==> config.mk <==
export PLATFORM = sky130hd
export DESIGN_NAME = layered_objects_mux
export DESIGN_NICKNAME = d
export VERILOG_FILES = /design/src/rtl/layered_objects_mux.sv
export SDC_FILE = /design/constraint.sdc
export NUM_CORES = 1
export LEC_CHECK = 0
export CAP_MARGIN = 5
export CORE_ASPECT_RATIO = 0.75
export CORE_MARGIN = 4
export CORE_UTILIZATION = 30
export CTS_CLUSTER_SIZE = 10
export DETAILED_ROUTE_END_ITERATION = 16
export GPL_ROUTABILITY_DRIVEN = 1
export PLACE_DENSITY = 0.74
export REMOVE_ABC_BUFFERS = 1
export SLEW_MARGIN = 20
export SYNTH_ARGS = -nofsm -noshare
export SYNTH_HDL_FRONTEND = slang
export SYNTH_SLANG_ARGS = --single-unit
==> constraint.sdc <==
create_clock -name clk -period 0.8 [get_ports clk]
set_input_delay 0.24 -clock clk [delete_from_list [all_inputs] [get_ports clk]]
set_output_delay 0.24 -clock clk [all_outputs]
set_load 0.01 [all_outputs]
==> src/rtl/layered_objects_mux.sv <==
// Priority merge of NUM_LAYERS object layers over a background colour, with
// layer-0 collision detection and per-frame publication. Optional: OBJ_MUX_BLINK_EN.
module layered_objects_mux #(
    parameter int unsigned NUM_LAYERS = 4,
    parameter int unsigned COLOR_W    = 8,
    parameter int unsigned IDX_W      = $clog2(NUM_LAYERS + 1)
`ifdef OBJ_MUX_BLINK_EN
    , parameter int unsigned BLINK_FRAMES = 16
`endif
) (
    input  logic                          clk,
    input  logic                          resetN,
    input  logic                          startOfFrame,
    input  logic [NUM_LAYERS-1:0]         layerDR,
    input  logic [NUM_LAYERS*COLOR_W-1:0] layerRGB,
    input  logic [NUM_LAYERS-1:0]         layerEnable,
`ifdef OBJ_MUX_BLINK_EN
    input  logic [NUM_LAYERS-1:0]         blinkMask,
`endif
    input  logic [COLOR_W-1:0]            backGroundRGB,
    output logic [COLOR_W-1:0]            RGBOut,
    output logic [IDX_W-1:0]              activeLayer,
    output logic [NUM_LAYERS-2:0]         collisionPixel,
    output logic [NUM_LAYERS-2:0]         collisionFrame,
    output logic                          collisionAny
);

    localparam int unsigned HIT_W = NUM_LAYERS - 1;

    logic [NUM_LAYERS-1:0] eff;
    logic [HIT_W-1:0]      hit;
    logic [HIT_W-1:0]      acc;
    logic [HIT_W-1:0]      acc_next;
    logic [COLOR_W-1:0]    win_rgb;
    logic [IDX_W-1:0]      win_idx;

`ifdef OBJ_MUX_BLINK_EN
    localparam int unsigned CNT_W = $clog2(2 * BLINK_FRAMES);

    logic [CNT_W-1:0] frame_cnt;
    logic             blink_hide;

    // Frame counter modulo 2*BLINK_FRAMES; the upper half hides blinking layers.
    always_ff @(posedge clk or negedge resetN) begin
        if (!resetN) begin
            frame_cnt <= '0;
        end else if (startOfFrame) begin
            if (frame_cnt == CNT_W'(2 * BLINK_FRAMES - 1))
                frame_cnt <= '0;
            else
                frame_cnt <= frame_cnt + CNT_W'(1);
        end
    end

    assign blink_hide = (frame_cnt >= CNT_W'(BLINK_FRAMES));
    assign eff        = layerDR & layerEnable & ~(blinkMask & {NUM_LAYERS{blink_hide}});
`else
    assign eff        = layerDR & layerEnable;
`endif

    // Lowest-index effective request wins; scanning downward leaves it last.
    always_comb begin
        win_idx = IDX_W'(NUM_LAYERS);
        win_rgb = backGroundRGB;
        for (int i = int'(NUM_LAYERS) - 1; i >= 0; i--) begin
            if (eff[i]) begin
                win_idx = IDX_W'(i);
                win_rgb = layerRGB[i*COLOR_W +: COLOR_W];
            end
        end
    end

    assign hit      = eff[NUM_LAYERS-1:1] & {HIT_W{eff[0]}};
    assign acc_next = acc | hit;

    always_ff @(posedge clk or negedge resetN) begin
        if (!resetN) begin
            RGBOut         <= '0;
            activeLayer    <= IDX_W'(NUM_LAYERS);
            collisionPixel <= '0;
        end else begin
            RGBOut         <= win_rgb;
            activeLayer    <= win_idx;
            collisionPixel <= hit;
        end
    end

    // The pixel coincident with startOfFrame still belongs to the closing frame.
    always_ff @(posedge clk or negedge resetN) begin
        if (!resetN) begin
            acc            <= '0;
            collisionFrame <= '0;
            collisionAny   <= 1'b0;
        end else if (startOfFrame) begin
            acc            <= '0;
            collisionFrame <= acc_next;
            collisionAny   <= |acc_next;
        end else begin
            acc            <= acc_next;
        end
    end

endmodule

==> metrics.txt, run 1 <==
final RePlAce weighted congestion 0.793; met1 WL 1680 µm; pre-CTS setup slack -0.965 ns; Post-synth top cells dfrtp_1, nor2_1, a221oi_1, nand3_1, inv_1; layout cells sized above 1 0.470; I/O pins 69; Synth area leader dfrtp_1; worst vdd ir 0.939 mV; count of cell types in the netlist 22; most common cell in the synthesized netlist dfrtp_1; min Tclk post-route 1.13 ns; Pwr Total 0.00302 W; RSZ-0062 raised after global routing yes; CP startpoint kind register; Async S/R FF share, synth 1.00; DP HPWL 2850 µm; vias post-DR 1216; crit path kind register to output pin; CTS buffer count 3; clk slew on worst S/H paths 0.07 ns; Max Used Layer met4; Initial Utilization 0.320; max_cap viols 0; post-route ant nets 0; yosys synthesis warning count 0; clock latency on the worst-skew pair 0.27 ns; number of I/O port buffers 68; antenna cells 0; Post-Synthesis Cell Area 960 µm²; H-tree levels 1; crit-path max FO 1; Buf+Inv Stages, Crit Path 1; Clock Sinks 21; Tot GR Track Use 0.228; Chip Height 57.0 µm; CTS tree built; GRT overflow 0; row count 17; crit path capture activeLayer[2]; drt pass-1 iters 4; Vias/cell 5.45; Post-Route WL 4910 µm; drt wl/cell 22.0 µm; met2 WL post-DR 2720 µm; CP peak stage delay 0.53 ns; CP Depth 1; final setup TNS -5.07 ns; CP max-delay cell dfstp_2; CP startpoint activeLayer[2]; Pint 0.00211 W; reg2reg end collisionAny; RR Startpoint acc[0]; hold buffers post-CTS 0; ranking of synthesized cells by area dfrtp_1, a221oi_1, nor2_1; switch share 0.300; HP Start layerRGB[28]; die width 73.3 µm; P per Cell Area 1360 mW/mm²; crit share post-route 1.41; skew final 0.000807 ns; Seq/Total Area, Yosys 0.549; WP data required 0.56 ns; initial drt markers 54; Final Hold Viols 0; Fin Hold WS 0.269 ns; Sequential Power Share 0.398; worst min path class input pin to register; Bufs on Longest Clock Path 2; Remaining DRCs 0; CTS root buffer clkbuf_8; cell family with most CP delay flip-flops; LEAKAGE 1.03 nW; Layout Nets 237; syn_area_per_cell 10.1 µm²; largest net degree at the start of global routing 13; crit path cell chain buf_6; run status finished with violations; Yosys reg bits 21; Die ar. 0.00418 mm²; vias in the first global route 1345; endpoints failing setup 33; global-route wire length before repair 6990 µm; worst path arrival time 0.89 ns; Switching Power 0.000906 W; Filler Cell Count 189; Synth Instances 95; worst r2r path cells 2; Comb power frac 0.366; CP Capture Type output pin; CORE AREA 0.00300 mm²; fmax 884 MHz; met3 wire length 303 µm; initial antenna violation count 0; final setup margin -0.331 ns; clock power share 0.236; Post-synth EDFFs 0; Worst Tran Pin Value 0.275 ns; Synth top area share 0.522; Slew headroom 0.816; violated checks negative setup slack; Primary FF master, synth dfrtp_1; r2r setup slk -0.19 ns; Final Max Tran Viols 0; synthesis-to-finish area growth 131%
==> layout by cell type, fill, tap and decap left out, types with 2 or more instances in the layout <==
| cell type | Yosys | final |
|---|---|---|
| clkdlybuf4s50_1 | 0 | 25 |
| dfrtp_1 | 20 | 20 |
| buf_6 | 1 | 16 |
| nor2_1 | 17 | 15 |
| buf_2 | 3 | 12 |
| buf_4 | 0 | 11 |
| a221oi_2 | 0 | 10 |
| dlymetal6s2s_1 | 0 | 9 |
| dlygate4sd2_1 | 0 | 8 |
| nand3_1 | 8 | 7 |
| inv_1 | 7 | 7 |
| a221oi_4 | 0 | 5 |
| a21oi_2 | 0 | 4 |
| buf_8 | 0 | 4 |
| buf_12 | 0 | 4 |
| nand2_1 | 4 | 3 |
| and2_4 | 0 | 3 |
| clkbuf_8 | 0 | 3 |
| a22o_4 | 0 | 2 |
| a31oi_4 | 0 | 2 |
| nor2_2 | 0 | 2 |
==> how the worst min path moves through the flow <==
stage / endpoint / slack [ns] / cells past startpoint
6_report: RGBOut[4] / 0.27 / 3
5_1_grt: RGBOut[4] / 0.29 / 3
4_1_cts: activeLayer[2] / 0.30 / 3
3_5_place_dp: acc[0] / 0.49 / 2
3_3_place_gp: acc[1] / 0.48 / 2
2_1_floorplan: RGBOut[0] / -0.06 / 0
==> cell type report <==
class | instances | area [µm²] | share of cell area
tap | 38 | 47.5 | 0.0214
sequential | 21 | 527 | 0.237
multi-input combinational | 64 | 678 | 0.305
clock inverter | 1 | 5.00 | 0.00225
inverter | 7 | 26.3 | 0.0118
timing repair buffer | 89 | 896 | 0.403
clock buffer | 3 | 41.3 | 0.0186
==> power by group through the flow <==
stage                     clock network (W)  registers (W)  logic, W
final                              0.000714        0.00120   0.00111
after floorplan                           0        0.00125  0.000172
after CTS                          0.000713        0.00119  0.000912
after global placement                    0        0.00121  0.000811
after global routing               0.000753        0.00121   0.00116
after detailed placement                  0        0.00121  0.000840
==> sequential cells by signal (all words and copies together), names as in the netlist <==
name            cells
acc                 3
collisionPixel      3
activeLayer         3
RGBOut              8
collisionAny        1
collisionFrame      3
==> metrics by stage <==
step | cell area [µm²] | std cells | util
floorplan | 930 | 90 | -
global placement | 1800 | 210 | 0.600
detailed placement | 1800 | 210 | 0.600
CTS | 1970 | 219 | 0.658
global route | 2220 | 223 | 0.741
finish | 2220 | 223 | 0.741
==> kinds of logic (layout without fill, tap and decap cells) <==
| group | Yosys count | in the layout | synth area share |
|---|---|---|---|
| AO/OA/AOI/OAI | 27 | 28 | 0.224 |
| buffers and inverters | 12 | 100 | 0.0587 |
| flip-flops | 21 | 21 | 0.549 |
| multiplexers | 1 | 1 | 0.0104 |
| AND/OR/NAND/NOR | 34 | 35 | 0.158 |
==> repair_timing <==
action	CTS	global route
setup endpoints to repair	39	32
pin swaps	13	17
buffers inserted	1	5
cloned	4	0
resized for setup	159	42
==> metal layers <==
layer,GRT usage,vias to the layer above
li1,-,540
met1,0.234,603
met2,0.411,57
met3,0.0563,16
met4,0.140,0
met5,0,-
Power figures use the tool's default switching activity.
==> inputs of run 2 (changes only) <==
ABC_AREA = 1   (was default)
ABC_CLOCK_PERIOD_IN_PS = 800   (was default)
CORE_UTILIZATION = 34   (was 30)
PLACE_DENSITY = 0.75   (was 0.74)
==> run 2 against run 1 <==
Net effect:
- the flow still finishes with violations (negative setup slack)
- setup slack improved by 0.017 ns
- maximum frequency grew 1.5%
- sequential share of layout area grew 0.42 points
- power decreased by 8.0%
- cell count rose by 26%
- clock power decreased by 5.6%
- critical path type unchanged
- worst hold slack improved by 0.016 ns
- register-to-register slack gained 0.13 ns
- highest routed layer unchanged
- flip-flop and latch count stayed put
- non-clock buffer count is 3 higher
- sequential power is essentially flat
==> metrics.txt, run 2 <==
Post-synth EDFFs 0; Tot GR Track Use 0.163; count of cell types in the netlist 21; crit path cell chain buf_6; initial drt markers 32; RSZ-0062 raised after global routing yes; number of I/O port buffers 68; largest net degree at the start of global routing 22; Buf+Inv Stages, Crit Path 1; crit path kind register to output pin; Synth top area share 0.421; antenna cells 0; Synth area leader dfrtp_1; CORE AREA 0.00333 mm²; drt pass-1 iters 4; WP data required 0.56 ns; Fin Hold WS 0.285 ns; run status finished with violations; cell family with most CP delay flip-flops; CP max-delay cell dfstp_2; skew final 0.00470 ns; CTS root buffer clkbuf_8; die width 76.2 µm; Slew headroom 0.853; min Tclk post-route 1.11 ns; final setup margin -0.314 ns; Yosys reg bits 21; commonest non-fill, non-tap cell in the layout nand2_1; Async S/R FF share, synth 1.00; met3 wire length 295 µm; Seq/Total Area, Yosys 0.444; CP startpoint kind register; fmax 898 MHz; H-tree levels 1; number of flip-flops in the largest register 8; Filler Cell Count 282; max_cap viols 0; Worst Tran Pin Value 0.221 ns; Synth Instances 149; drt wl/cell 12.9 µm; hold buffers post-CTS 0; flip-flop and latch area 527 µm²; area of the multi-input gates 639 µm²; Post-synth top cells nand2_1, nand3_1, nor2_1, dfrtp_1, inv_1; final cell count without fillers 280; final setup TNS -3.74 ns; DP HPWL 2610 µm; Chip Height 59.2 µm; crit-path max FO 1; CTS tree built; layout cells sized above 1 0.408; syn_area_per_cell 7.97 µm²; Remaining DRCs 0; I/O pins 69; post-route ant nets 0; synthesis-to-finish area growth 83.8%; LEAKAGE 1.18 nW; ranking of synthesized cells by area dfrtp_1, nand2_1, nand3_1; most frequent cells in the layout nand2_1, clkdlybuf4s50_1, dfrtp_1; Biggest register RGBOut; clk slew on worst S/H paths 0.08 ns; Initial Utilization 0.356; global-route wire length before repair 5840 µm; yosys synthesis warning count 0; vias in the first global route 1273; CTS buffer count 3; Clock Sinks 21; crit share post-route 1.39; P per Cell Area 1270 mW/mm²; vias post-DR 1277; Layout Nets 292; initial antenna violation count 0; endpoints failing setup 20; Die ar. 0.00451 mm²; final RePlAce weighted congestion 0.820; Final Hold Viols 0; worst vdd ir 0.780 mV; Placed Cells 265; Bufs on Longest Clock Path 2; clock latency on the worst-skew pair 0.26 ns; worst path arrival time 0.87 ns; GRT overflow 0; most common cell in the synthesized netlist nand2_1; row count 18; met2 WL post-DR 1800 µm; CP peak stage delay 0.53 ns; Post-Synthesis Cell Area 0.00119 mm²; Vias/cell 4.56; Final Max Tran Viols 0; Max Used Layer met4; worst min path class input pin to register; CP Capture Type output pin; Primary FF master, synth dfrtp_1; met1 WL 1510 µm; Post-Route WL 3620 µm; violated checks negative setup slack; Pwr Total 0.00278 W; pre-CTS setup slack -0.697 ns
[run 2: changes by cell type in the layout (fill, tap and decap cells not counted), moves of 4 or more]
cell,delta
nand3_2,+16
nand2_1,+34
nand3_1,+8
a221oi_2,-10
a21oi_2,-4
nor2_2,+9
inv_1,+4
buf_2,+4
buf_8,-4
a221oi_4,-5
[run 2: layer usage]
metal	global-route usage	up-vias
met2	0.302	42
met3	0.0608	2
met1	0.188	577
li1	-	656
met5	0	-
met4	0.0233	0
[run 2: through the flow]
stage	instance area (µm²)	utilization
5_1_grt	2180	0.655
6_report	2180	0.655
3_5_place_dp	1960	0.589
4_1_cts	2040	0.613
3_3_place_gp	1960	0.589
2_1_floorplan	1110	-
[run 2: area by class of cell]
type | count | share of cell area
timing repair inverter | 1 | 0.00287
timing repair buffer | 92 | 0.388
tap | 40 | 0.0229
clock inverter | 1 | 0.00229
sequential | 21 | 0.241
clock buffer | 3 | 0.0189
multi-input combinational | 107 | 0.293
inverter | 15 | 0.0304
[run 2: what timing repair did]
action	in CTS	in global routing
pin swaps	21	19
endpoints found under the setup margin	39	30
gates resized for setup	135	35
setup buffers	6	4
gates cloned	2	0
[run 2: where the power goes]
group          internal [W]  switching (W)  total (W)
combinational      0.000508       0.000410   0.000917
clock              0.000346       0.000328   0.000674
sequential          0.00115      0.0000352    0.00119
total               0.00201       0.000773    0.00278
[run 2: cells by family after synthesis]
logic type,synth area share
AOI/OAI and AO/OA,0.0232
buffers and inverters,0.111
DFF,0.444
and+or+nand+nor,0.423
[run 2: path summary, 6_finish.rpt]
path | start | endpoint | slack (ns) | cells past startpoint
min | layerDR[0] | collisionPixel[1] | 0.28 | 3
max in group asynchronous | resetN | activeLayer[2] | 0.26 | 2
max reg2reg | collisionFrame[1] | collisionFrame[1] | -0.06 | 4
min in group asynchronous | resetN | collisionPixel[0] | 0.32 | 2
min reg2reg | acc[0] | acc[0] | 0.50 | 2
max | activeLayer[2] | activeLayer[2] | -0.31 | 1
==> inputs of run 3 (changes only) <==
GPL_TIMING_DRIVEN = 0   (was default)
==> run 3 against run 2 <==
Net effect:
- the run still ends with negative setup slack left
- die area is the same
- clock skew shrank 0.0021 ns
- clock power grew 0.7%
- register-to-register slack gained 0.04 ns
- sequential share of layout area grew 0.47 points
- design area shrank 1.9%
- core utilization shrank 1.2 points
- routed wire length grew 2.5%
- critical path type unchanged
- largest cell class unchanged
- largest power group unchanged
==> metrics.txt, run 3 (synthesized netlist as in run 2, its figures left out) <==
run status finished with violations; violated checks negative setup slack; CP startpoint kind register; Max Used Layer met4; Tot GR Track Use 0.164; CTS tree built; worst min path class input pin to async pin; Vias/cell 4.58; antenna cells 0; I/O pins 69; Filler Cell Count 283; Pwr Total 0.00276 W; crit path capture activeLayer[2]; min Tclk post-route 1.11 ns; Initial Utilization 0.356; Remaining DRCs 0; Die ar. 0.00451 mm²; DP HPWL 2320 µm; reg2reg end collisionAny; largest net degree at the start of global routing 22; RSZ-0062 raised after global routing yes; CP peak stage delay 0.53 ns; Worst Tran Pin Value 0.527 ns; fmax 898 MHz; Layout Nets 291; CP max-delay cell dfstp_2; Slew headroom 0.649; CP Capture Type output pin; Fin Hold WS 0.0416 ns; drt wl/cell 13.3 µm; CORE AREA 0.00333 mm²; Final Max Tran Viols 0; GRT overflow 0; LEAKAGE 1.13 nW; post-route ant nets 0; worst vdd ir 0.659 mV; Post-Route WL 3710 µm; drt pass-1 iters 4; RR Startpoint acc[1]; cell family with most CP delay flip-flops; area of the multi-input gates 657 µm²; number of I/O port buffers 68; CP startpoint activeLayer[2]; crit path kind register to output pin; met1 WL 1600 µm; Biggest register RGBOut; synthesis-to-finish area growth 80.3%; layout cells sized above 1 0.402; global-route wire length before repair 5850 µm; initial antenna violation count 0; crit share post-route 1.39; P per Cell Area 1290 mW/mm²; met2 WL post-DR 1800 µm; CP Depth 1; crit-path max FO 1; commonest non-fill, non-tap cell in the layout nand2_1; flip-flop and latch area 527 µm²; CTS root buffer clkbuf_8; Final Hold Viols 0; vias post-DR 1278; worst path arrival time 0.87 ns; H-tree levels 1; hold buffers post-CTS 0; final RePlAce weighted congestion 0.755; most frequent cells in the layout nand2_1, clkdlybuf4s50_1, dfrtp_1; clock latency on the worst-skew pair 0.25 ns; endpoints failing setup 19; r2r setup slk -0.02 ns; row count 18; Bufs on Longest Clock Path 2; crit path cell chain buf_6; met3 wire length 274 µm; Clock Sinks 21; number of flip-flops in the largest register 8; final setup margin -0.314 ns; Buf+Inv Stages, Crit Path 1; initial drt markers 35; vias in the first global route 1217; WP data required 0.56 ns; skew final 0.00263 ns; die width 76.2 µm; clk slew on worst S/H paths 0.08 ns; Chip Height 59.2 µm; worst r2r path cells 4; CTS buffer count 3; Util after Layout 0.642; max_cap viols 0
[run 3: changes by cell type in the layout (fill, tap and decap cells not counted), moves of 2 or more]
cell            change
nand3_2             -3
buf_6               -6
clkinvlp_4          +2
buf_2               +3
inv_4               -2
nand3_1             +3
buf_4               +4
dlymetal6s2s_1      -2
nor2_4              +2
[run 3: worst min path at each step]
stage                       from                 to  slack [ns]  cells after the start
2_1_floorplan             resetN          RGBOut[0]       -0.06                      0
3_3_place_gp   collisionFrame[1]  collisionFrame[1]        0.47                      2
3_5_place_dp   collisionFrame[2]  collisionFrame[2]        0.47                      1
4_1_cts                   resetN  collisionPixel[2]        0.06                      1
5_1_grt                   resetN  collisionFrame[0]        0.08                      1
6_report                  resetN  collisionFrame[0]        0.04                      1
[run 3: power by group]
part	internal [W]	total [W]	switching (W)
clock network	0.000346	0.000679	0.000333
logic	0.000481	0.000902	0.000420
registers	0.00115	0.00118	0.0000289
total	0.00198	0.00276	0.000782
[run 3: layout make-up]
| cell class | count | share of cell area |
|---|---|---|
| clock buffers | 3 | 0.0193 |
| clock inverters | 1 | 0.00234 |
| inverters | 15 | 0.0316 |
| multi-input cells | 108 | 0.307 |
| flip-flops and latches | 21 | 0.246 |
| well taps | 40 | 0.0234 |
| repair buffers | 89 | 0.363 |
| repair inverters | 2 | 0.00760 |
[run 3: what timing repair did]
action / CTS / global route
pin swaps: 19 / 10
gates cloned: 3 / 1
setup buffers: 18 / 2
gates resized for setup: 141 / 31
endpoints found under the setup margin: 60 / 30
[run 3: stage by stage]
| step | area [µm²] | setup WS, ns | cells | setup TNS [ns] |
|---|---|---|---|---|
| after floorplan | 1110 | -0.258 | 143 | -2.08 |
| after global placement | 1850 | -0.977 | 251 | -34.08 |
| after detailed placement | 1850 | -0.984 | 251 | -34.61 |
| after CTS | 2010 | -0.328 | 276 | -3.83 |
| after global routing | 2140 | -0.353 | 279 | -4.38 |
| final | 2140 | -0.314 | 279 | -3.65 |
[run 3: routing by layer]
| metal | vias up | global-route usage |
|---|---|---|
| met2 | 40 | 0.282 |
| met5 | - | 0 |
| met4 | 0 | 0.0310 |
| met1 | 585 | 0.204 |
| met3 | 4 | 0.0593 |
| li1 | 649 | - |
